[src/rtl/i2c_cmd_arbiter.sv]
// rtl/i2c_cmd_arbiter.sv - round-robin arbiter sharing one SCCB/I2C master among NREQ requesters
// Optional feature macro: I2C_ARB_LOCK_EN (req_lock keeps priority on the requester that just completed).
module i2c_cmd_arbiter #(
  parameter int NREQ    = 3,
  parameter int TIMEOUT = 20000
) (
  input  logic                 clk,
  input  logic                 rst_n,
  input  logic [NREQ-1:0]      req_exec,
  input  logic [NREQ*24-1:0]   req_data,
  input  logic [NREQ-1:0]      req_rh_wl,
  input  logic [NREQ-1:0]      req_lock,
  output logic [NREQ-1:0]      req_done,
  output logic [NREQ-1:0]      req_err,
  output logic [7:0]           rd_data,
  output logic                 busy,
  output logic                 i2c_exec,
  output logic [23:0]          i2c_data,
  output logic                 i2c_rh_wl,
  input  logic                 i2c_done,
  input  logic [7:0]           i2c_data_r
);

  localparam int PW = $clog2(NREQ);
  localparam int CW = (TIMEOUT > 2) ? $clog2(TIMEOUT) : 1;
  localparam logic [CW-1:0] CNT_LAST = CW'((TIMEOUT > 0) ? (TIMEOUT - 1) : 0);
  localparam logic [PW-1:0] LAST_IDX = PW'(NREQ - 1);

  typedef enum logic [1:0] {S_IDLE, S_ISSUE, S_WAIT} state_t;

  state_t          state_q;
  logic [NREQ-1:0] pending_q, pending_d;
  logic [23:0]     cmd_q [NREQ];
  logic [NREQ-1:0] rw_q;
  logic [PW-1:0]   ptr_q, grant_q, sel_idx;
  logic            sel_found;
  logic [CW-1:0]   cnt_q;
  logic [NREQ-1:0] req_done_q, req_err_q;
  logic [7:0]      rd_data_q;
  logic            busy_q, i2c_exec_q, i2c_rh_wl_q;
  logic [23:0]     i2c_data_q;
  logic            done_hit, tout_hit;
  logic [NREQ-1:0] clr_mask, accept, overrun;

`ifndef I2C_ARB_LOCK_EN
  logic unused_lock;
  assign unused_lock = ^req_lock;
`endif

  // Index base+k wrapped into 0..NREQ-1.
  function automatic logic [PW-1:0] wrap_idx(input logic [PW-1:0] base, input int k);
    int s;
    s = int'(base) + k;
    if (s >= NREQ) s = s - NREQ;
    return PW'(s);
  endfunction

  function automatic logic [PW-1:0] next_idx(input logic [PW-1:0] g);
    return (g == LAST_IDX) ? '0 : g + 1'b1;
  endfunction

  // Completion and watchdog events for the granted requester; only meaningful in WAIT.
  always_comb begin
    done_hit = (state_q == S_WAIT) && i2c_done;
    tout_hit = (state_q == S_WAIT) && !i2c_done && (TIMEOUT != 0) && (cnt_q == CNT_LAST);
    clr_mask = '0;
    if (done_hit || tout_hit) clr_mask[grant_q] = 1'b1;
  end

  // Capture rules: a requester completing this cycle may re-arm at once (set wins over clear).
  always_comb begin
    accept    = req_exec & (~pending_q | clr_mask);
    overrun   = req_exec & pending_q & ~clr_mask;
    pending_d = (pending_q & ~clr_mask) | accept;
  end

  // Round-robin pick: first pending index at or after ptr, wrapping.
  always_comb begin
    sel_found = 1'b0;
    sel_idx   = '0;
    for (int k = 0; k < NREQ; k++) begin
      if (!sel_found && pending_q[wrap_idx(ptr_q, k)]) begin
        sel_found = 1'b1;
        sel_idx   = wrap_idx(ptr_q, k);
      end
    end
  end

  // Per-requester command latches and pending flags.
  always_ff @(posedge clk or negedge rst_n) begin
    if (!rst_n) begin
      pending_q <= '0;
      rw_q      <= '0;
      for (int i = 0; i < NREQ; i++) cmd_q[i] <= '0;
    end else begin
      pending_q <= pending_d;
      for (int i = 0; i < NREQ; i++) begin
        if (accept[i]) begin
          cmd_q[i] <= req_data[24*i +: 24];
          rw_q[i]  <= req_rh_wl[i];
        end
      end
    end
  end

  // Arbitration FSM with registered master-side and requester-side outputs.
  always_ff @(posedge clk or negedge rst_n) begin
    if (!rst_n) begin
      state_q     <= S_IDLE;
      ptr_q       <= '0;
      grant_q     <= '0;
      cnt_q       <= '0;
      req_done_q  <= '0;
      req_err_q   <= '0;
      rd_data_q   <= '0;
      busy_q      <= 1'b0;
      i2c_exec_q  <= 1'b0;
      i2c_data_q  <= '0;
      i2c_rh_wl_q <= 1'b1;
    end else begin
      i2c_exec_q <= 1'b0;
      req_done_q <= done_hit ? clr_mask : '0;
      req_err_q  <= overrun | (tout_hit ? clr_mask : '0);
      case (state_q)
        S_IDLE: begin
          busy_q <= sel_found | (|pending_d);
          if (sel_found) begin
            grant_q     <= sel_idx;
            i2c_data_q  <= cmd_q[sel_idx];
            i2c_rh_wl_q <= rw_q[sel_idx];
            i2c_exec_q  <= 1'b1;
            state_q     <= S_ISSUE;
          end
        end
        S_ISSUE: begin
          busy_q  <= 1'b1;
          cnt_q   <= '0;
          state_q <= S_WAIT;
        end
        S_WAIT: begin
          busy_q <= (done_hit || tout_hit) ? (|pending_d) : 1'b1;
          if (done_hit) begin
            if (i2c_rh_wl_q) rd_data_q <= i2c_data_r;
`ifdef I2C_ARB_LOCK_EN
            ptr_q <= req_lock[grant_q] ? grant_q : next_idx(grant_q);
`else
            ptr_q <= next_idx(grant_q);
`endif
            state_q <= S_IDLE;
          end else if (tout_hit) begin
            ptr_q   <= next_idx(grant_q);
            state_q <= S_IDLE;
          end else if (cnt_q != '1) begin
            cnt_q <= cnt_q + 1'b1;
          end
        end
        default: begin
          busy_q  <= 1'b0;
          state_q <= S_IDLE;
        end
      endcase
    end
  end

  assign req_done  = req_done_q;
  assign req_err   = req_err_q;
  assign rd_data   = rd_data_q;
  assign busy      = busy_q;
  assign i2c_exec  = i2c_exec_q;
  assign i2c_data  = i2c_data_q;
  assign i2c_rh_wl = i2c_rh_wl_q;

endmodule

[config.mk]
export PLATFORM = sky130hd
export DESIGN_NAME = i2c_cmd_arbiter
export DESIGN_NICKNAME = d
export VERILOG_FILES = /design/src/rtl/i2c_cmd_arbiter.sv
export SDC_FILE = /design/constraint.sdc
export NUM_CORES = 1
export LEC_CHECK = 0
export BUFFER_PORTS_ARGS = -buffer_cell sky130_fd_sc_hd__buf_4
export CAP_MARGIN = 20
export CORE_MARGIN = 2
export CORE_UTILIZATION = 39
export DETAILED_ROUTE_END_ITERATION = 12
export GPL_TIMING_DRIVEN = 0
export PLACE_DENSITY = 0.71
export SLEW_MARGIN = 20
export SYNTH_ARGS = -nofsm -noshare
export SYNTH_HDL_FRONTEND = slang
export SYNTH_SLANG_ARGS = --single-unit
[constraint.sdc]
create_clock -name clk -period 3.1 [get_ports clk]
set_input_delay 0.465 -clock clk [delete_from_list [all_inputs] [get_ports clk]]
set_output_delay 0.465 -clock clk [all_outputs]
set_load 0.05 [all_outputs]
== Word level (Yosys, flattened, before mapping) ==
Cells that the tools add are included.

* Output and inout bits: 41
* Bits of input ports: 92
* Flip-flop bits (word level): 140
* Word-level logic and storage cells: 115

* Add/sub/neg operators: 7
* Eq/ne operators: 10
* Reduce and logical (&&, ||, !) cells: 19
* Bitwise gates (word level): 11
* Mux-type cells: 40
* $lt $le $gt $ge: 10

{| class="wikitable"
|+ Operators with widths
! operator !! count
|-
| $bmux 24 s2 || 1
|-
| $mux 24 || 2
|-
| $mux 15 || 3
|-
| $pmux 15 s2 || 1
|-
| $mux 2 || 12
|-
| $add 15x1->15 const B || 1
|-
| $eq 15x15->1 const B || 1
|-
| $lt 2x3->1 const B || 5
|-
| $ne 15x15->1 const B || 1
|-
| $and 3x3->3 || 4
|-
| $mux 1 || 11
|-
| $mux 3 || 3
|-
| $or 3x3->3 || 3
|-
| $bmux 1 s2 || 4
|-
| $ge 3x2->1 const B || 2
|-
| $logic_and 1x1->1 || 6
|-
| $ne 2x2->1 const B || 3
|-
| $not 3->3 || 2
|-
| $pmux 2 s3 || 1
|-
| $reduce_and 2->1 || 3
|-
| $sub 2x2->2 const B || 3
|-
| $eq 2x2->1 const B || 2
|-
| $reduce_and 4->1 || 1
|-
| $reduce_bool 2->1 || 2
|-
| other kinds (18) || 20
|}

== Depth between registers and ports, before layout ==
* Word-level depth: 15
* Depth in mapped cells: 10
* Mapped depth without buffers: 7

== Least setup slack after synthesis ==
OpenSTA, ideal clock, no wires.

* Kind: register to register
* Start: reg ptr_q[0]
* End: reg i2c_data_q[6] (netlist: i2c_data[6])
* Data required time: 2.959 ns
* Stages on the path, launching flop included: 10
* Setup slack: 0.846 ns
* Arrival time: 2.113 ns
* Setup time: 0.141 ns
* Period minus slack after synthesis: 2.254 ns
* Path buffers: 2
* Cell sequence: dfrtp_1 > inv_1 > ha_1 > clkbuf_1 > or4b_1 > a31oi_4 > a21oi_1 > buf_2 > nand2_1 > a31oi_1

* Word-level cells in the longest chain between the ends: 15
* Elaborated cells between the ends (all ways): 32
* Those cells by class: add/sub (5); order compare (3); mux (18); bitwise (1); reduce/logical (5)

{| class="wikitable"
|+ RTL lines
! item !! RTL line !! source
|-
| start, declared || 35 || <nowiki>logic [PW-1:0] ptr_q, grant_q, sel_idx;</nowiki>
|-
| start signal, assigned || 147 || <nowiki>ptr_q <= next_idx(grant_q);</nowiki>
|-
| start signal, assigned || 151 || <nowiki>ptr_q <= next_idx(grant_q);</nowiki>
|-
| parallel branches: the longest is 15 deep, another holds $add 2x1->3 || n/a ||
|-
| end signal, assigned || 129 || <nowiki>i2c_data_q <= cmd_q[sel_idx];</nowiki>
|-
| end, declared || 41 || <nowiki>logic [23:0] i2c_data_q;</nowiki>
|}

Parallel ways; which one is timed is not known. The select of a mux whose other input is x is not followed.
A chain may end at the register's enable or synchronous reset.

== Worst setup path in the final report ==
* Start: reg ptr_q[0]
* End: reg i2c_data_q[3] (netlist: i2c_data[3])

The elaborated chain is that of the path after synthesis.

==> results.sh <==
export IMPL_synth_fa_ha_area_share_pct=0.7646
export IMPL_synth_nets=604
export IMPL_synth_edf_count=0
export IMPL_drtIter0Drc=303
export IMPL_synthMuxAreaShare_pct=15.01
export IMPL_async_flop_share_pct=100.0
export IMPL_critPathLaunchType="flop"
export IMPL_coreArea_um2=15710
export IMPL_clockRootBuffer="clkbuf_16"
export IMPL_slew_headroom_pct=58.42
export IMPL_cp_num_buf_inv=3
export IMPL_grt_pass1_wl_um=24710
export IMPL_wl_per_cell_um=17.51
export IMPL_synth_xor_xnor_area_share_pct=0.4225
export IMPL_clock_path_buffers=2
export IMPL_period_needed_ns=2.777
export IMPL_postSynthCellCount=509
export IMPL_crit_slowest_cell="a211oi_2"
export IMPL_vias=4598
export IMPL_path_class="reg -> reg"
export IMPL_yosysWarnings=0
export IMPL_whs_endpoint="cmd_q[44]"
export IMPL_critPathMaxFanout=10
export IMPL_p_leak_nw=3.599
export IMPL_hpwlAfterDp_um=11210
export IMPL_most_common_layout_cells="139 x dfrtp_1, 130 x buf_4, 57 x mux2_1"
export IMPL_htreeDepth=4
export IMPL_drc=0
export IMPL_synth_top_family_by_area="multiplexers"
export IMPL_fin_skew_ns=0.009539
export IMPL_std_cell_rows=46
export IMPL_worst_path_most_repeated_cell="clkbuf_1"
export IMPL_fmaxAchievable_ghz=0.3601
export IMPL_ir_drop_uv=621.3
export IMPL_postRouteAntennaNets=0
export IMPL_fin_crit_sh_pct=89.57
export IMPL_whs_path_depth=2
export IMPL_ff2ff_path_depth=8
export IMPL_nets=754
export IMPL_seqCellArea_um2=3505
export IMPL_hold_viol=0
export IMPL_rsz0062_at_grt="no"
export IMPL_grt_max_degree=80
export IMPL_worstHoldPathType="in -> reg"
export IMPL_dr_pass1_iters=4
export IMPL_portBuffers=129
export IMPL_r2r_end="i2c_data[3]"
export IMPL_rr_startpoint="ptr_q[0]"
export IMPL_slowest_delay_ns=0.57
export IMPL_cts_inserted_buffers=17
export IMPL_r2r_setup_slack_ns=0.32
export IMPL_die_x_um=130.3
export IMPL_hp_start="req_data[44]"
export IMPL_yosysSeqAreaShare_pct=56.36
export IMPL_crit_family="buffers and inverters"
export IMPL_multiInputGateArea_um2=2444
export IMPL_grt_usage_pct=19.18
export IMPL_post_route_util_pct=51.62
export IMPL_tightest_slew_ns=0.6225
export IMPL_maxSlewViolCount=0
export IMPL_finalSetupViolCount=0
export IMPL_post_cts_setup_buffers=0
export IMPL_worst_endpoint_required_ns=3.35
export IMPL_final_common_cell="dfrtp_1"
export IMPL_clk_latency_ns=0.41
export IMPL_status="completed"
export IMPL_layout_drive_gt1_share_pct=32.14
export IMPL_gp_congestion=0.8023
export IMPL_start_util_pct=39.58
export IMPL_antenna_cells=0
export IMPL_vias_per_cell=5.178
export IMPL_synth_top_flop_cell="dfrtp_1"
export IMPL_cp_end_kind="flop"
export IMPL_synth_simple_area_share_pct=9.759
export IMPL_grt_pass1_vias=4862
export IMPL_fill_cells=1384
export IMPL_setup_tns_final_ns=0
export IMPL_synth_cell_types=57
export IMPL_chipHeight_um=130.3
export IMPL_cp_cell_sequence="inv_1 -> ha_1 -> clkbuf_1 -> nor4bb_1 -> or3_1 -> a211oi_2 -> clkbuf_1 -> a31oi_1"
export IMPL_cts_sinks=140
export IMPL_clk_pin_slew_ns=0.06
export IMPL_ys_seq_elements=140
export IMPL_synth_compound_area_share_pct=13.34
export IMPL_cts_tree="done"
export IMPL_ios=133
export IMPL_gr_total_overflow=0
export IMPL_synthesis_area_um2=6218
export IMPL_syn2layout_area_growth_pct=30.44
export IMPL_antenna_found_initial=0
export IMPL_drt_wl_total_um=15550
export IMPL_arrival_ns=3.03
export IMPL_powerDensity_nw_per_um2=1083
export IMPL_die_area_um2=16970
export IMPL_maxCapViolCount=0
export IMPL_post_synth_cell_area_avg_um2=12.22
area by class of cell:
class	instances	area share [%]
buffer	31	2.406
timing repair buffer	131	12.49
clock buffer	20	5.507
sequential	140	43.21
tap	216	3.332
clock inverter	12	2.005
inverter	20	0.9255
multi-input combinational	318	30.12
sequential cells by signal (all words and copies together) (netlist names):
signal,cells
cnt_q,15
req_done,3
i2c_data,24
grant_q,2
busy,1
pending_q,3
state_q,2
i2c_rh_wl,1
rw_q,3
i2c_exec,1
rd_data,8
req_err,3
ptr_q,2
cmd_q,72
metrics by stage:
step | total power [mW] | cell area [µm²] | hold slack (ns) | std cells | setup slack (ns)
final | 8.784 | 8112 | 0.2661 | 888 | 0.3232
after global routing | 9.301 | 8112 | 0.2515 | 888 | 0.07911
after floorplan | 5.542 | 6218 | 0.1694 | 509 | 0.8461
after CTS | 8.850 | 8112 | 0.2527 | 888 | 0.3164
after detailed placement | 6.739 | 7492 | 0.4366 | 855 | 0.3162
after global placement | 6.562 | 7457 | 0.4610 | 854 | 0.4495
cell families after synthesis:
kind of cell | Yosys count
buf+inv | 51
xor+xnor | 3
simple gates | 115
flops | 140
compound gates | 113
fa+ha+maj | 4
mux | 83
what timing repair did:
| action | 4_1_cts | 5_1_grt |
|---|---|---|
| resized for setup | 0 | 0 |
| hold buffers | 1 | 0 |
| hold endpoints to repair | 8 | 0 |
layer usage:
layer | vias to the layer above | global-route usage, % | part of all wire (%)
met1 | 2269 | 23.40 | 41
met3 | 23 | 7.708 | 8.2
met5 | - | 0 | 0
met4 | 0 | 6.705 | 1.9
met2 | 150 | 31.01 | 49
li1 | 2156 | - | -
power by group:
| part | switching [mW] | internal, mW |
|---|---|---|
| logic | 2.27 | 1.35 |
| clock network | 0.786 | 1.30 |
| registers | 0.446 | 2.63 |
| total | 3.50 | 5.28 |
worst max-delay path by stage:
stage,from,end,slack (ns),depth (start not counted)
global route,ptr_q[0],i2c_data[9],0.08,10
CTS,ptr_q[0],i2c_data[3],0.32,8
global placement,ptr_q[0],i2c_data[11],0.45,10
detailed placement,ptr_q[0],i2c_data[3],0.32,8
finish,ptr_q[0],i2c_data[3],0.32,8
floorplan,ptr_q[0],i2c_data[6],0.85,9
synthesized netlist by cell type, types with 2 or more instances:
| cell | count | area [µm²] |
|---|---|---|
| a211oi_1 | 11 | 82.58 |
| a21boi_0 | 7 | 52.55 |
| a21oi_1 | 8 | 40.04 |
| a22oi_1 | 15 | 112.6 |
| a31oi_1 | 15 | 93.84 |
| and2_1 | 4 | 25.02 |
| and3_1 | 2 | 12.51 |
| and4_1 | 3 | 26.28 |
| buf_1 | 2 | 7.510 |
| buf_2 | 7 | 35.03 |
| buf_4 | 2 | 15.01 |
| buf_6 | 6 | 67.56 |
| clkbuf_1 | 12 | 45.04 |
| dfrtp_1 | 139 | 3478 |
| ha_1 | 3 | 37.54 |
| inv_1 | 20 | 75.07 |
| mux2_1 | 57 | 641.9 |
| mux2_2 | 25 | 281.5 |
| nand2_1 | 32 | 120.1 |
| nand2b_1 | 7 | 43.79 |
| nand3_1 | 15 | 75.07 |
| nand4_1 | 5 | 31.28 |
| nor2_1 | 26 | 97.59 |
| nor2b_1 | 2 | 12.51 |
| nor3_1 | 3 | 15.01 |
| o211ai_1 | 5 | 37.54 |
| o21ai_0 | 21 | 105.1 |
| o22ai_1 | 12 | 75.07 |
| o31ai_1 | 5 | 37.54 |
| o31ai_2 | 2 | 25.02 |
| o41ai_1 | 2 | 17.52 |
| or2_2 | 2 | 12.51 |
| or3_1 | 5 | 31.28 |
| or4_1 | 2 | 15.01 |
| xor2_1 | 3 | 26.28 |
worst reg2reg max path, stage by stage, from the launching register on:
cell and delay (ns):
dfrtp_1 0.36, inv_1 0.05, ha_1 0.18, clkbuf_1 0.18
nor4bb_1 0.19, or3_1 0.36, a211oi_2 0.57, clkbuf_1 0.54
a31oi_1 0.19
Note: power is estimated with default switching activity, not from simulation.
